**config.mk**
```make
export PLATFORM = sky130hd
export DESIGN_NAME = instr_fetch_unit
export DESIGN_NICKNAME = d
export VERILOG_FILES = /design/src/rtl/instr_fetch_unit.sv
export SDC_FILE = /design/constraint.sdc
export NUM_CORES = 1
export LEC_CHECK = 0
export CAP_MARGIN = 5
export CELL_PAD_IN_SITES_DETAIL_PLACEMENT = 0
export CELL_PAD_IN_SITES_GLOBAL_PLACEMENT = 1
export CORE_ASPECT_RATIO = 0.6
export CORE_UTILIZATION = 40
export CTS_CLUSTER_DIAMETER = 30
export DETAILED_ROUTE_END_ITERATION = 10
export PLACE_DENSITY_LB_ADDON = 0.15
export SYNTH_ARGS = -nofsm -noshare
export SYNTH_HDL_FRONTEND = slang
export SYNTH_SLANG_ARGS = --single-unit
```
**constraint.sdc**
```tcl
create_clock -name clk -period 8.3 [get_ports clk]
set_input_delay 1.245 -clock clk [delete_from_list [all_inputs] [get_ports clk]]
set_output_delay 1.245 -clock clk [all_outputs]
set_load 0.01 [all_outputs]
```
**src/rtl/instr_fetch_unit.sv**
```systemverilog
// Instruction fetch unit: drives the synchronous instruction ROM, pairs each returned word
// with its PC and buffers it in a 2-entry queue, and hands {pc, instr} to decode over valid/ready.
module instr_fetch_unit #(
   parameter logic [31:0] RESET_PC = 32'd148,
   parameter logic [31:0] PC_STEP  = 32'd4
) (
   input  logic        clk,
   input  logic        rst,
   output logic [31:0] imem_addr,
   input  logic [31:0] imem_word,
   input  logic        redirect_valid,
   input  logic [31:0] redirect_target,
   output logic        dec_valid,
   input  logic        dec_ready,
   output logic [31:0] dec_instr,
   output logic [31:0] dec_pc,
   output logic        fault
);

   typedef enum logic {
      RUN  = 1'b0,
      HALT = 1'b1
   } state_t;

   typedef struct packed {
      logic [31:0] pc;
      logic [31:0] instr;
   } entry_t;

   state_t      state;
   state_t      state_next;

   logic [31:0] fetch_pc;
   logic        inflight_v;
   logic [31:0] inflight_pc;

   entry_t      q_head;
   entry_t      q_tail;
   logic [1:0]  occ;
   logic [1:0]  occ_next;

   logic        misaligned;
   logic        flush;
   logic        push;
   logic        pop;
   logic        issue;
   entry_t      new_entry;

   assign misaligned = (redirect_target[1:0] != 2'b00);
   assign new_entry  = '{pc: inflight_pc, instr: imem_word};

   // State register.
   always_ff @(posedge clk or posedge rst) begin
      if (rst) begin
         state <= RUN;
      end else begin
         state <= state_next;
      end
   end

   // Next-state logic: HALT is left only through reset.
   always_comb begin
      // NOTE: every always_comb output gets a default first so no path can infer a latch.
      state_next = state;
      if (state == RUN && redirect_valid && misaligned) begin
         state_next = HALT;
      end
   end

   // Per-cycle control: redirect outranks issue, push and pop; HALT freezes everything.
   always_comb begin
      flush    = 1'b0;
      push     = 1'b0;
      pop      = 1'b0;
      issue    = 1'b0;
      occ_next = occ;
      if (state == RUN) begin
         flush    = redirect_valid;
         pop      = dec_valid & dec_ready;
         push     = inflight_v & ~redirect_valid;
         occ_next = occ + {1'b0, push} - {1'b0, pop};
         issue    = ~redirect_valid && (occ_next <= 2'd1);
      end
   end

   // Fetch address and the single outstanding memory read.
   always_ff @(posedge clk or posedge rst) begin
      if (rst) begin
         fetch_pc    <= RESET_PC;
         inflight_v  <= 1'b0;
         inflight_pc <= 32'd0;
      end else begin
         // NOTE: sequential state uses non-blocking assignments so every register samples pre-edge values.
         inflight_v <= issue;
         if (flush) begin
            fetch_pc <= redirect_target;
         end else if (issue) begin
            fetch_pc    <= fetch_pc + PC_STEP;
            inflight_pc <= fetch_pc;
         end
      end
   end

   // Two-entry queue; head registers drive decode directly.
   always_ff @(posedge clk or posedge rst) begin
      if (rst) begin
         // NOTE: queue storage is reset because its head is visible on dec_pc/dec_instr out of reset.
         occ    <= 2'd0;
         q_head <= '0;
         q_tail <= '0;
      end else if (flush) begin
         occ <= 2'd0;
      end else begin
         occ <= occ_next;
         unique case ({push, pop})
            2'b10: begin
               if (occ == 2'd0) q_head <= new_entry;
               else             q_tail <= new_entry;
            end
            2'b01: begin
               q_head <= q_tail;
            end
            2'b11: begin
               if (occ == 2'd2) begin
                  q_head <= q_tail;
                  q_tail <= new_entry;
               end else begin
                  q_head <= new_entry;
               end
            end
            default: ;
         endcase
      end
   end

   // Sticky fault, set on the edge that enters HALT.
   always_ff @(posedge clk or posedge rst) begin
      if (rst) begin
         fault <= 1'b0;
      end else if (state_next == HALT) begin
         fault <= 1'b1;
      end
   end

   assign imem_addr = fetch_pc;
   assign dec_valid = (occ != 2'd0);
   assign dec_pc    = q_head.pc;
   assign dec_instr = q_head.instr;

endmodule

```
==> impl_results.md <==
* Outcome: finished, final reports clean
* DRC at 0
* Flops & latches, synth at approximately 200
* R2R Path Start: occ[0]
* Largest net degree at the start of global routing at 139
* DP HPWL at 14400 µm
* Worst-margin pin slew at 1.10 ns
* Mapped Area at between 0.008 and 0.009 mm²
* Hold Startpoint: fault
* Row cnt at 40
* Final Hold Vio Count at 0
* I/O Buffers at approximately 170
* Worst hold path type: reg -> reg
* Unrepaired setup endpoints after global routing: no
* Mean routed wirelength per cell at 17.4 µm
* Iter 0 DRT Violations at 416
* PD cells at about 210 mW/mm²
* VDD IR max at 0.132 mV
* Yosys cell types at 43
* Post-route non-filler standard cell count at 1211
* Cells after DPL at around 1200
* Critical path class: in -> reg
* Die Wd at 190 µm
* Post-synth EDFFs at 0
* Initial antenna violation count at 0
* Area delta synth->final at 28.4%
* Drt total wl at ~21000 µm
* Global-route wire length before repair at 34300 µm
* LEAKAGE at 4.75 nW
* Total GRT Usage at 0.204
* Crit Path Max Fanout at 39
* Dominant synthesized flop cell: dfrtp_1
* ANT nets after route at 0
* Core area at 0.0204 mm²
* Die Area at 0.0219 mm²
* Post-cts resize count at 0
* Htree depth at 4
* Reg area at 0.00493 mm²
* Fillers at around 1800
* CP endpoint kind: flop
* Syn. warnings at 0
* Initial Util at 0.418
* Setup violators final at 0
* Peak Freq at 221 MHz
* Cts hold-fix bufs at 0
* Final min period at roughly 4.5 ns
* CTS Sinks at about 200
* Worst-Skew Late Latency at 0.43 ns
* CTS clk-pin slew, worst paths at 0.07 ns
* GRT Residual Overflow at 0
* Rel. slew slack at 0.269
* Nets@finish at 997
* TritonRoute pass-1 iters at 4
* Slew Limit Fails at 0
* Vias per cell at about 5
* Worst Setup SP: dec_ready
* Crit path required time at 8.62 ns
* Synthesized Nets at 850
* Postcts setup bufs at 0
* Die Ht at 115 µm
* Reg2reg setup slack at about 4.3 ns
* Post-Synthesis Cells at 779
* Crit path DAT at 4.84 ns
* Number of global-route vias before repair at approximately 6300
* RePlAce Congestion at 0.837
* Clock buffer depth at 2
* Setup crit start kind: primary input
* Vias at 6188
* Max-cap violations at 0
* Design Power at between 2 and 2.5 mW
* I/O pins at 166
* Root Driver: clkbuf_16
* CTS buffer count at 17
* Ys async rst share at 1.00
* Syn_area_per_cell at between 10 and 15 µm²
* Sequential fraction of the synthesis area at 0.579
* Tcrit/Tclk final at 0.545
* Layout cell share with drive strength beyond 1 at 0.115
* Clk_skew at roughly 0.011 ns
* Setup TNS at 0 ns
* CTS tree: done
* Area occupied by multi-input gates at 0.00340 mm²
-- Yosys cell counts, types with 2 or more instances --
cell type | count | share of area
nand2_1 | 204 | 0.090
dfrtp_1 | 194 | 0.57
o21ai_0 | 89 | 0.052
mux2i_1 | 64 | 0.075
mux2_2 | 60 | 0.079
clkbuf_1 | 24 | 0.011
buf_2 | 19 | 0.011
nand4_1 | 15 | 0.011
xor2_1 | 15 | 0.015
nand3_1 | 12 | 0.0070
nor2_1 | 12 | 0.0053
inv_1 | 8 | 0.0035
mux2_1 | 5 | 0.0066
a21oi_1 | 4 | 0.0023
nor3_1 | 4 | 0.0023
xnor2_1 | 4 | 0.0041
a211oi_1 | 3 | 0.0026
and3_1 | 3 | 0.0022
and4_1 | 3 | 0.0031
dfstp_2 | 3 | 0.0092
ha_1 | 3 | 0.0044
nor4_1 | 3 | 0.0022
a21o_1 | 2 | 0.0018
a311oi_1 | 2 | 0.0021
and2_1 | 2 | 0.0015
nand2b_1 | 2 | 0.0015
o211ai_1 | 2 | 0.0018
o22ai_1 | 2 | 0.0015
or2_2 | 2 | 0.0015
-- flip-flops by register name, summed over array words and instances (netlist names) --
| signal | cells |
|---|---|
| inflight_v | 1 |
| dec_pc | 32 |
| q_tail | 64 |
| state | 1 |
| imem_addr | 32 |
| fault | 1 |
| occ | 2 |
| dec_instr | 32 |
| inflight_pc | 32 |
-- logic make-up (layout without fill, tap and decap cells) --
| kind of cell | after synthesis | in the layout | share of synthesized area |
|---|---|---|---|
| AND/OR/NAND/NOR | 268 | 268 | 0.135 |
| flip-flops | 197 | 197 | 0.579 |
| multiplexers | 129 | 129 | 0.161 |
| AO/OA/AOI/OAI | 110 | 110 | 0.0726 |
| buffers and inverters | 52 | 210 | 0.0261 |
| XOR/XNOR | 20 | 20 | 0.0225 |
| adder cells (fa/ha/maj) | 3 | 3 | 0.00440 |
| other | 0 | 1 | 0 |
-- cells in the final DEF (no fill, tap or decap), types with 3 or more instances in the layout --
cell type,count
clkinv_2,3
a211oi_1,3
mux2_1,5
buf_4,7
nor3_1,4
xnor2_1,4
o21ai_0,89
nor2_1,11
nand3_1,12
dfstp_2,3
clkdlybuf4s50_1,165
and3_1,3
mux2i_1,64
inv_1,7
clkbuf_1,4
nand2_1,204
nand4_1,15
and4_1,3
a21oi_1,4
nor4_1,3
dfrtp_1,194
clkbuf_16,17
xor2_1,15
mux2_2,60
ha_1,3
-- worst max-delay path, cell delays in order --
cell and delay, ns:
clkdlybuf4s50_1 0.45, o21ai_0 0.26, inv_1 0.10, ha_1 0.29, inv_1 0.04, ha_1 0.20
xor3_2 0.28, or2_2 0.65, inv_1 0.48, buf_4 0.37, a21o_1 0.18, a221o_1 0.28
-- worst paths after layout --
| path | end | depth (start not counted) |
|---|---|---|
| max | imem_addr[24] | 12 |
| min | fault | 1 |
| max reg2reg | imem_addr[24] | 11 |
| min reg2reg | fault | 1 |
| max in group asynchronous | inflight_pc[27] | 3 |
| min in group asynchronous | dec_instr[15] | 2 |
-- area by class of cell --
| class | instances | area share |
|---|---|---|
| Clock inverter | 8 | 0.00708 |
| Tap cell | 273 | 0.0312 |
| Multi-Input combinational cell | 530 | 0.310 |
| Antenna cell | 1 | 0.000229 |
| Sequential cell | 197 | 0.451 |
| Inverter | 8 | 0.00343 |
| Timing Repair Buffer | 172 | 0.156 |
| Clock buffer | 22 | 0.0415 |
-- power by group --
group	leakage [nW]	internal, mW	switching, mW	total (mW)
registers	2.61	1.06	0.118	1.18
logic	1.88	0.201	0.160	0.360
clock network	0.256	0.418	0.358	0.776
total	4.75	1.68	0.635	2.32
-- metrics by stage --
| stage | worst slack [ns] | hold WS, ns | utilization | area, µm² |
|---|---|---|---|---|
| after floorplan | 1.69 | 0.458 | - | 8530 |
| after global placement | 3.45 | 0.461 | 0.510 | 10400 |
| after detailed placement | 3.29 | 0.469 | 0.510 | 10400 |
| after CTS | 3.76 | 0.485 | 0.536 | 10900 |
| after global routing | 3.50 | 0.503 | 0.536 | 10900 |
| final | 3.78 | 0.479 | 0.536 | 10900 |
-- layer usage --
| layer | part of all wire | vias up | track usage | wire length [µm] |
|---|---|---|---|---|
| met5 | 0 | - | 0 | 0 |
| met4 | 0.0092 | 0 | 0.0517 | 194 |
| met3 | 0.056 | 11 | 0.0519 | 1180 |
| met2 | 0.42 | 148 | 0.289 | 8900 |
| met1 | 0.51 | 3056 | 0.309 | 10800 |
| li1 | - | 2973 | - | - |
Note: power is estimated with default switching activity, not from simulation.
